<file path="config.mk">
export PLATFORM = sky130hd
export DESIGN_NAME = sd_mcast_arb
export DESIGN_NICKNAME = d
export VERILOG_FILES = /design/src/rtl/sd_mcast_pkg.sv /design/src/rtl/sd_rr_pick.sv /design/src/rtl/sd_mcast_arb.sv
export SDC_FILE = /design/constraint.sdc
export NUM_CORES = 1
export LEC_CHECK = 0
export BUFFER_PORTS_ARGS = -buffer_cell sky130_fd_sc_hd__buf_2
export CAP_MARGIN = 10
export CORE_UTILIZATION = 35
export CTS_CLUSTER_SIZE = 20
export DETAILED_ROUTE_END_ITERATION = 6
export PLACE_DENSITY_LB_ADDON = 0.25
export SYNTH_ARGS = -nofsm -noshare
export SYNTH_HDL_FRONTEND = slang
export SYNTH_SLANG_ARGS = --single-unit
</file>
<file path="constraint.sdc">
create_clock -name clk -period 2.9 [get_ports clk]
set_input_delay 0.58 -clock clk [delete_from_list [all_inputs] [get_ports clk]]
set_output_delay 0.58 -clock clk [all_outputs]
set_load 0.02 [all_outputs]
</file>
<file path="src/rtl/sd_mcast_pkg.sv">
`default_nettype none
// ============================================================================
// Module   : sd_mcast_pkg
// Purpose  : Shared types and helpers for the multicast arbiter family.
//            rr_next() is a behavioural round-robin search: the first
//            requester at or after ptr, wrapping modulo n.
// Contents : RR_MAX_IN / RR_IDX_MAX - largest requester count supported
//            idx_w()                - index width for n requesters
//            rr_next()              - round-robin winner + valid flag
// Revision : 1.0 - initial release
// ============================================================================
package sd_mcast_pkg;

  localparam int RR_MAX_IN  = 32;
  localparam int RR_IDX_MAX = 5;

  typedef struct packed {
    logic                  valid;
    logic [RR_IDX_MAX-1:0] idx;
  } rr_res_t;

  // Index width for n requesters; never narrower than one bit.
  function automatic int idx_w(input int n);
    return (n > 1) ? $clog2(n) : 1;
  endfunction

  // Requests above bit n-1 are ignored. The loop bound is fixed so the
  // function unrolls into a static priority chain.
  function automatic rr_res_t rr_next(input logic [RR_IDX_MAX-1:0] ptr,
                                      input logic [RR_MAX_IN-1:0]  req,
                                      input int                    n);
    rr_res_t               res;
    logic [RR_IDX_MAX-1:0] j;
    res = '0;
    for (int k = 0; k < RR_MAX_IN; k++) begin
      if (k < n) begin
        j = RR_IDX_MAX'((int'(ptr) + k) % n);
        if (!res.valid && req[j]) begin
          res.valid = 1'b1;
          res.idx   = j;
        end
      end
    end
    return res;
  endfunction

endpackage
`default_nettype wire

</file>
<file path="src/rtl/sd_rr_pick.sv">
`default_nettype none
// ============================================================================
// Module   : sd_rr_pick
// Purpose  : Combinational round-robin picker. Grants the first requester
//            at or after i_ptr, wrapping modulo N. Reusable by any arbiter.
// Ports    : i_req     [N]  - request vector
//            i_ptr     [IW] - search start index (0..N-1)
//            o_gnt_oh  [N]  - one-hot grant, zero when nothing requests
//            o_gnt_idx [IW] - binary grant index, 0 when nothing requests
// Revision : 1.0 - initial release
// ============================================================================
module sd_rr_pick
  import sd_mcast_pkg::*;
#(
  parameter int N  = 4,
  parameter int IW = idx_w(N)
) (
  input  logic [N-1:0]  i_req,
  input  logic [IW-1:0] i_ptr,
  output logic [N-1:0]  o_gnt_oh,
  output logic [IW-1:0] o_gnt_idx
);

  logic [RR_MAX_IN-1:0] w_req_ext;
  rr_res_t              w_res;

  assign w_req_ext = RR_MAX_IN'(i_req);
  assign w_res     = rr_next(RR_IDX_MAX'(i_ptr), w_req_ext, N);
  assign o_gnt_idx = w_res.idx[IW-1:0];

  always_comb begin
    o_gnt_oh = '0;
    for (int i = 0; i < N; i++) begin
      o_gnt_oh[i] = w_res.valid && (w_res.idx == RR_IDX_MAX'(i));
    end
  end

endmodule
`default_nettype wire

</file>
<file path="src/rtl/sd_mcast_arb.sv">
`default_nettype none
// ============================================================================
// Module   : sd_mcast_arb
// Purpose  : Round-robin arbiter feeding one registered multicast mirror.
//            The winner's word and destination mask are latched and the word
//            is offered to every masked destination. A new word loads only
//            once every destination owed the current word has taken it
//            (including the cycle in which the last one completes).
// Ports    : clk, rst        - clock, synchronous active-high reset
//            c_srdy/c_drdy   - per-requester valid / accept (one-hot or 0)
//            c_data/c_dst    - requester i word / mask at slice i
//            p_srdy/p_drdy   - per-destination valid / ready
//            p_data/p_src    - latched word and its requester index
// Config   : SD_MCAST_ARB_ATOMIC_EN - when defined, all pending destinations
//            complete together, only in a cycle where every one is ready.
// Revision : 1.0 - initial release
// ============================================================================
module sd_mcast_arb
  import sd_mcast_pkg::*;
#(
  parameter int INPUTS     = 4,
  parameter int MIRROR_CNT = 2,
  parameter int WIDTH      = 32
) (
  input  logic                         clk,
  input  logic                         rst,
  input  logic [INPUTS-1:0]            c_srdy,
  output logic [INPUTS-1:0]            c_drdy,
  input  logic [INPUTS*WIDTH-1:0]      c_data,
  input  logic [INPUTS*MIRROR_CNT-1:0] c_dst,
  output logic [MIRROR_CNT-1:0]        p_srdy,
  input  logic [MIRROR_CNT-1:0]        p_drdy,
  output logic [WIDTH-1:0]             p_data,
  output logic [$clog2(INPUTS)-1:0]    p_src
);

  localparam int IW = $clog2(INPUTS);

  logic [MIRROR_CNT-1:0] r_pend;
  logic [WIDTH-1:0]      r_data;
  logic [IW-1:0]         r_src;
  logic [IW-1:0]         r_ptr;

  logic [MIRROR_CNT-1:0] w_done;
  logic [MIRROR_CNT-1:0] w_pend_nxt;
  logic                  w_free;
  logic                  w_load;
  logic [INPUTS-1:0]     w_gnt_oh;
  logic [IW-1:0]         w_gnt_idx;
  logic [WIDTH-1:0]      w_sel_data;
  logic [MIRROR_CNT-1:0] w_sel_dst;

`ifdef SD_MCAST_ARB_ATOMIC_EN
  // Every pending destination must be ready before any of them completes.
  assign w_done = (&(p_drdy | ~r_pend)) ? r_pend : '0;
`else
  assign w_done = r_pend & p_drdy;
`endif

  assign w_pend_nxt = r_pend & ~w_done;
  assign w_free     = (w_pend_nxt == '0);

  sd_rr_pick #(
    .N  (INPUTS),
    .IW (IW)
  ) u_pick (
    .i_req     (c_srdy),
    .i_ptr     (r_ptr),
    .o_gnt_oh  (w_gnt_oh),
    .o_gnt_idx (w_gnt_idx)
  );

  assign w_load = w_free && (|w_gnt_oh);
  assign c_drdy = (w_free && !rst) ? w_gnt_oh : '0;

  // AND-OR mux steered by the one-hot grant.
  always_comb begin
    w_sel_data = '0;
    w_sel_dst  = '0;
    for (int i = 0; i < INPUTS; i++) begin
      if (w_gnt_oh[i]) begin
        w_sel_data = c_data[i*WIDTH +: WIDTH];
        w_sel_dst  = c_dst[i*MIRROR_CNT +: MIRROR_CNT];
      end
    end
  end

  always_ff @(posedge clk) begin
    if (rst) begin
      r_pend <= '0;
      r_data <= '0;
      r_src  <= '0;
      r_ptr  <= '0;
    end else begin
      r_pend <= w_pend_nxt;
      if (w_load) begin
        // A zero mask still consumes the request; pend simply stays clear.
        r_pend <= w_sel_dst;
        r_data <= w_sel_data;
        r_src  <= w_gnt_idx;
        r_ptr  <= (w_gnt_idx == IW'(INPUTS - 1)) ? '0 : w_gnt_idx + 1'b1;
      end
    end
  end

  assign p_srdy = r_pend;
  assign p_data = r_data;
  assign p_src  = r_src;

endmodule
`default_nettype wire

</file>
==> qor_table.md, run 1 <==
| Result | This run | Unit |
|:---|:---|:---|
| Hold buffer count at CTS | 0 | - |
| Critical path's most frequent cell | buf_2 | - |
| Worst hold slack after final layout | 0.503 | ns |
| Aggregate global-route resource usage | 23.1 | % |
| Critical Path Slowest Stage Cell | or3b_1 | - |
| Tmin final | 2.69 | ns |
| Reg2reg start | r_ptr[1] | - |
| Synthesized netlist cell count | 363 | - |
| Global-route wire length before repair | 15800 | um |
| Hold depth | 2 | - |
| Net Switching | 1.34 | mW |
| Pre-CTS setup slack | 0.100 | ns |
| Drt initial violations | 201 | - |
| Cell-by-cell listing of the critical path | buf_2 -> or3b_1 -> o221a_2 -> inv_1 -> ha_2 -> and3_1 -> buf_2 | - |
| Vias per inst | 5.76 | - |
| PostCTS Resize Cnt | 0 | - |
| Total power per unit cell area | 785 | nW/um^2 |
| Antenna violations before repair | 0 | - |
| Largest driver fanout on the critical path | 11 | - |
| Largest area contributor in the netlist | dfxtp_1 | - |
| Unrepaired setup endpoints after global routing | no | - |
| Diodes inserted | 0 | - |
| Relative slew slack | 51.2 | % |
| Leak Pwr | 1.82 | nW |
| Clock insertion delay at the later pin of the skew report | 0.28 | ns |
| Crit path buffers/inverters | 3 | - |
| CP required | 2.32 | ns |
| Library cells used by synthesis | 34 | - |
| Worst r2r dst | p_data[20] | - |
| Yosys warnings | 0 | - |
| Total Power Consumption | 3.02 | mW |
| Maximum Capacitance Violations | 0 | - |
| Global-route congestion overflow total | 0 | - |
| VDD IR-drop max | 0.260 | mV |
| Clk Tree Root Cell | clkbuf_8 | - |
| Clock tree from TritonCTS | built | - |
| WL final | 9820 | um |
| Switching part of the total power | 44.3 | % |
| Area fraction of the dominant cell type after synthesis | 27.1 | % |
| FF+latch count, synth | 38 | - |
| Vias in the first global route | 3332 | - |
| Multi-input logic area | 1690 | um^2 |
| Flop pwr share | 27.0 | % |
| Area Growth Syn to Fin | 37.2 | % |
| Reg-to-reg setup timing slack | 0.44 | ns |
| Relative contribution of combinational cells to total power | 61.4 | % |
| Die Ht | 91.5 | um |
| Placer Congestion | 0.847 | - |
| Worst Reg2Reg Path Length in Cells | 8 | - |
| Most numerous cell types in the synthesized netlist | 38 x a21oi_1, 38 x dfxtp_1, 37 x inv_1 | - |
| Slew of the pin with the lowest slew margin | 0.728 | ns |
| Setup crit start kind | primary input | - |
| Clock-pin slew reported for the worst setup and hold paths after clock tree synthesis | 0.07 | ns |
| Delay-heaviest family, CP | simple AND/OR/NAND/NOR gates | - |
| Seq. cell area | 761 | um^2 |
| First-pass iteration count of the detailed router | 4 | - |
| Average cell area after synthesis | 7.73 | um^2 |
| Endpoint with the worst hold slack | p_src[1] | - |
| Max Clock Skew | 0.00313 | ns |
| Net total in the final layout | 666 | - |
| Min-delay worst type | flip-flop to flip-flop | - |
| Clock buffer count from CTS | 5 | - |
| Longest Clk Path Bufs | 2 | - |
| Async S/R FF share, synth | 0 | % |
| Remaining DRCs | 0 | - |
| Clock Power Share | 11.6 | % |
| Min setup slack post-route | 0.209 | ns |
| Run status | complete, no violations | - |
| Number of max-slew violations in the final report | 0 | - |
| Ranking of synthesized cells by area | dfxtp_1 27%, a221o_1 12%, a311oi_1 10% | - |
| Internal power summed over all cells | 1.68 | mW |
| Critical Path Stages | 7 | - |
| Crit path kind | primary input to output pin | - |
| Final worst path period share | 92.8 | % |
| Post-synthesis sequential area ratio | 27.1 | % |
| Arr. time, crit path | 2.11 | ns |
| Maximum clock frequency | 372 | MHz |
| Die Footprint | 8380 | um^2 |
| Detail Route Antenna Nets | 0 | - |
| Post-DP HPWL | 6750 | um |
| Number of filler instances in the final layout | 766 | - |
| EDFF count, synth | 0 | - |
| Fraction of layout instances using a drive strength above 1 | 39.8 | % |
| Starting Density | 36.3 | % |
| Synthesized net count | 511 | - |
| Cell count after placement | 613 | - |
| Wirelength per Cell | 15.8 | um |
| Die Width | 91.5 | um |
| Rows | 32 | - |
| Critical path endpoint category | output pin | - |
| Number of setup violations in the final report | 0 | - |
| Worst Min Path Start | p_src[1] | - |
| Final Hold Vio Count | 0 | - |
| Total number of vias | 3569 | - |
| Worst path max stage delay | 0.38 | ns |
| Number of port buffers | 183 | - |
| Setup TNS after final layout | 0 | ns |
| Final instance count without filler cells | 620 | - |
| Clock tree sinks | 38 | - |
| Main flop type after synthesis | dfxtp_1 | - |
| Number of buffers inserted to repair setup after CTS | 0 | - |
| Area of the core | 7730 | um^2 |
| Netlist area before placement | 2810 | um^2 |
| Maximum level of the CTS H-tree | 2 | - |
| Number of placed I/O pins | 184 | - |
| Maximum number of pins on one net before global-route repair | 63 | - |
-- stage by stage --
step / instance area, um^2 / util [%]
floorplan: 2810 / -
global placement: 3770 / 48.9
detailed placement: 3770 / 48.9
CTS: 3850 / 49.8
global route: 3850 / 49.8
finish: 3850 / 49.8
-- cells in the final DEF, fill, tap and decap left out, drive strengths merged --
cell type	n
and3	4
o31ai	2
nor2	1
a221o	34
inv	37
nor2b	3
or3b	1
a21boi	1
mux2i	1
a21oi	38
a211oi	1
nand3	1
o32ai	1
nand3b	34
o311ai	1
nor4	1
dfxtp	38
buf	195
ha	4
a31oi	33
a221oi	2
o221a	1
or4	1
nand4	2
nor3	1
a311oi	33
clkbuf	7
or2	1
nand2	35
o22ai	1
nand2b	3
-- registers in the layout (all words and copies together) (netlist names) --
register / flops
p_data: 32
p_src: 2
p_srdy: 2
r_ptr: 2
-- power groups by stage --
stage          logic [mW]  registers (mW)  clock network, mW
2_1_floorplan        1.06            1.05                  0
3_3_place_gp         1.83           0.822                  0
3_5_place_dp         1.86           0.829                  0
4_1_cts              1.86           0.819              0.364
5_1_grt              2.03           0.845              0.386
6_report             1.86           0.818              0.350
-- cells by family after synthesis --
logic type / share of synthesized area [%]
buf+inv: 13.1
fa+ha+maj: 1.78
simple gates: 18.2
mux: 0.357
flops: 27.1
compound gates: 39.5
-- cell type report --
cell class	instances	area share [%]
tap	102	3.31
timing repair buffer	195	27.4
clock buffer	7	1.98
inverter	37	3.61
multi-input combinational	241	43.9
sequential	38	19.8
-- worst register-to-register path, stage by stage (launching register included) --
cell and delay [ns]:
dfxtp_1 0.44, nand2_1 0.08, a311oi_1 0.40, or2_1 0.19, ha_2 0.28, buf_12 0.25
a21oi_1 0.13, a221o_1 0.32, a311oi_1 0.28
-- routing by layer --
layer / track usage (%) / vias up / share of wire, %
li1: - / 1705 / -
met1: 29.4 / 1683 / 43
met2: 38.4 / 164 / 48
met3: 5.36 / 17 / 7.5
met4: 7.41 / 0 / 1.9
met5: 0 / - / 0
-- worst max-delay path by stage --
stage	start	endpoint	slack (ns)
3_3_place_gp	c_srdy[2]	p_data[7]	0.23
3_5_place_dp	c_srdy[2]	p_data[20]	0.10
4_1_cts	c_srdy[2]	c_drdy[2]	0.22
6_report	c_srdy[2]	c_drdy[2]	0.21
5_1_grt	c_srdy[2]	c_drdy[2]	0.11
2_1_floorplan	c_srdy[1]	c_drdy[3]	0.20
Note: power is estimated with default switching activity, not from simulation.
==> run 2, diff against run 1 <==
--- a/config.mk
+++ b/config.mk
@@ -5,7 +5,7 @@
 export SDC_FILE = /design/constraint.sdc
 export NUM_CORES = 1
 export LEC_CHECK = 0
-export BUFFER_PORTS_ARGS = -buffer_cell sky130_fd_sc_hd__buf_2
+export BUFFER_PORTS_ARGS = -buffer_cell sky130_fd_sc_hd__buf_4
 export CAP_MARGIN = 10
 export CORE_UTILIZATION = 35
 export CTS_CLUSTER_SIZE = 20
==> run 2 against run 1 <==
Setup slack worse by 0.069 ns. Register-to-register slack better by 0.04 ns. Total power increased by 6.2%. Final area increased by 12%. Hold slack improved by 0.0043 ns. Flip-flop and latch count unchanged. Sequential share of layout area down 2.1 points. Maximum frequency shrank 2.5%. Critical path type is now flip-flop to output pin.
==> qor_table.md, run 2 (same netlist as run 1, synthesis figures left out) <==
| Result | This run | Unit | Delta |
|:---|:---|:---|:---|
| Final Hold Vio Count | 0 | - | unchanged |
| Antenna violations before repair | 0 | - | unchanged |
| Starting Density | 36.3 | % | unchanged |
| Diodes inserted | 0 | - | unchanged |
| Total power per unit cell area | 744 | nW/um^2 | -5.3% |
| Utilization after layout | 55.9 | % | +6.1 points |
| Tmin final | 2.76 | ns | +0.0685 ns |
| Clock insertion delay at the later pin of the skew report | 0.28 | ns | about the same |
| Maximum number of pins on one net before global-route repair | 43 | - | -32% |
| Relative slew slack | 18.7 | % | -32 points |
| Net total in the final layout | 665 | - | -0.15% |
| Setup crit start kind | flip-flop | - |  |
| Crit path kind | flip-flop to output pin | - |  |
| Number of filler instances in the final layout | 724 | - | -5.5% |
| Commonest cells after routing, fill and taps aside | 189 x buf_4, 38 x a21oi_1, 38 x dfxtp_1 | - |  |
| Run status | complete, no violations | - |  |
| WL final | 10100 | um | +3.0% |
| Detail Route Antenna Nets | 0 | - | unchanged |
| Number of port buffers | 183 | - | unchanged |
| Worst r2r dst | p_data[31] | - |  |
| Drt initial violations | 211 | - | +5.0% |
| Largest driver fanout on the critical path | 18 | - | +7 |
| Final instance count without filler cells | 618 | - | -0.32% |
| PostCTS Resize Cnt | 0 | - | unchanged |
| Die Ht | 91.5 | um | unchanged |
| Vias in the first global route | 3338 | - | +0.18% |
| Area of the core | 7730 | um^2 | unchanged |
| Maximum Capacitance Violations | 0 | - | unchanged |
| Number of flip-flops in the largest register | 32 | - | unchanged |
| Die Width | 91.5 | um | unchanged |
| Placer Congestion | 0.857 | - | +1.2% |
| Setup TNS after final layout | 0 | ns | unchanged |
| Area Growth Syn to Fin | 53.9 | % |  |
| Leak Pwr | 1.96 | nW | +7.6% |
| Arr. time, crit path | 2.18 | ns | +0.07 ns |
| Most common library cell in the layout ignoring fill and taps | buf_4 | - |  |
| Post-DP HPWL | 7060 | um | +4.6% |
| Global-route wire length before repair | 16000 | um | +1.7% |
| Clk Tree Root Cell | clkbuf_8 | - |  |
| Slew of the pin with the lowest slew margin | 1.21 | ns | +0.484 ns |
| Vias per inst | 5.74 | - | -0.32% |
| Reg-to-reg setup timing slack | 0.48 | ns | +0.04 ns |
| Hold buffer count at CTS | 0 | - | unchanged |
| Multi-input logic area | 1690 | um^2 | unchanged |
| Clock-pin slew reported for the worst setup and hold paths after clock tree synthesis | 0.07 | ns | about the same |
| Max Clock Skew | 0.00572 | ns | +0.00259 ns |
| Aggregate global-route resource usage | 23.4 | % | +0.23 points |
| Die Footprint | 8380 | um^2 | unchanged |
| Longest Clk Path Bufs | 2 | - | unchanged |
| First-pass iteration count of the detailed router | 6 | - | +2 |
| VDD IR-drop max | 0.211 | mV | -19% |
| Clock tree from TritonCTS | built | - |  |
| Number of buffers inserted to repair setup after CTS | 0 | - | unchanged |
| CP required | 2.32 | ns | about the same |
| Worst hold slack after final layout | 0.508 | ns | +0.00434 ns |
| Number of placed I/O pins | 184 | - | unchanged |
| Fraction of layout instances using a drive strength above 1 | 39.9 | % | +0.15 points |
| Total number of vias | 3546 | - | -0.64% |
| Unrepaired setup endpoints after global routing | no | - |  |
| Worst Reg2Reg Path Length in Cells | 8 | - | unchanged |
| Min-delay worst type | flip-flop to flip-flop | - |  |
| Seq. cell area | 761 | um^2 | unchanged |
| Number of max-slew violations in the final report | 0 | - | unchanged |
| Clock tree sinks | 38 | - | unchanged |
| Clock buffer count from CTS | 5 | - | unchanged |
| Global-route congestion overflow total | 0 | - | unchanged |
| Rows | 32 | - | unchanged |
| Final worst path period share | 95.1 | % | +2.4 points |
| Maximum level of the CTS H-tree | 2 | - | unchanged |
| Wirelength per Cell | 16.4 | um | +3.3% |
| Cell count after placement | 612 | - | -0.16% |
| Worst Min Path Start | p_src[1] | - |  |
| Number of setup violations in the final report | 0 | - | unchanged |
| Remaining DRCs | 0 | - | unchanged |
| Total Power Consumption | 3.21 | mW | +6.2% |
| Endpoint with the worst hold slack | p_src[1] | - |  |
| Maximum clock frequency | 362 | MHz | -2.5% |
| Reg2reg start | r_ptr[1] | - |  |
| Hold depth | 2 | - | unchanged |
| Critical path endpoint category | output pin | - |  |
==> run 2: cell count changes in the layout (fill, tap and decap cells not counted) <==
cell and delta:
buf_12 +1, buf_2 -183, buf_4 +181, clkbuf_1 -2, clkbuf_8 +1
==> run 2: final cells by class <==
cell class / count / area share (%)
well taps: 102 / 2.95
flip-flops and latches: 38 / 17.6
clock buffers: 6 / 1.91
multi-input cells: 241 / 39.2
repair buffers: 194 / 35.2
inverters: 37 / 3.21
==> run 2: worst max-delay path by stage <==
stage	end	slack, ns	from
after floorplan	c_drdy[3]	0.20	c_srdy[1]
after global placement	c_drdy[1]	0.20	p_drdy[1]
after detailed placement	p_data[28]	0.16	c_srdy[2]
after CTS	c_drdy[0]	0.15	p_srdy[1]
after global routing	c_drdy[0]	0.06	p_srdy[1]
final	c_drdy[0]	0.14	p_srdy[1]
==> run 2: where the power goes <==
part / switching, mW / internal, mW / leakage (nW)
Sequential: 0.114 / 0.718 / 0.315
Clock: 0.175 / 0.183 / 0.0431
Combinational: 1.06 / 0.965 / 1.60
Total: 1.35 / 1.87 / 1.96
==> run 2: through the flow <==
stage | setup WS [ns] | cell area, um^2
final | 0.141 | 4320
after global routing | 0.0559 | 4320
after CTS | 0.152 | 4320
after detailed placement | 0.160 | 4240
after global placement | 0.197 | 4240
after floorplan | 0.201 | 2810
==> run 2: layer usage <==
| layer | vias to the layer above | routed length [um] | GRT usage [%] |
|---|---|---|---|
| li1 | 1706 | - | - |
| met1 | 1669 | 4230 | 29.5 |
| met2 | 165 | 4990 | 40.2 |
| met3 | 6 | 797 | 5.44 |
| met4 | 0 | 90 | 5.03 |
| met5 | - | 0 | 0 |
==> run 2: worst max-delay path, cell delays in order, from the launching register on <==
cell and delay [ns]:
dfxtp_1 0.32, nor2b_1 0.18, nor3_2 0.98, and3_1 0.28
buf_4 0.14
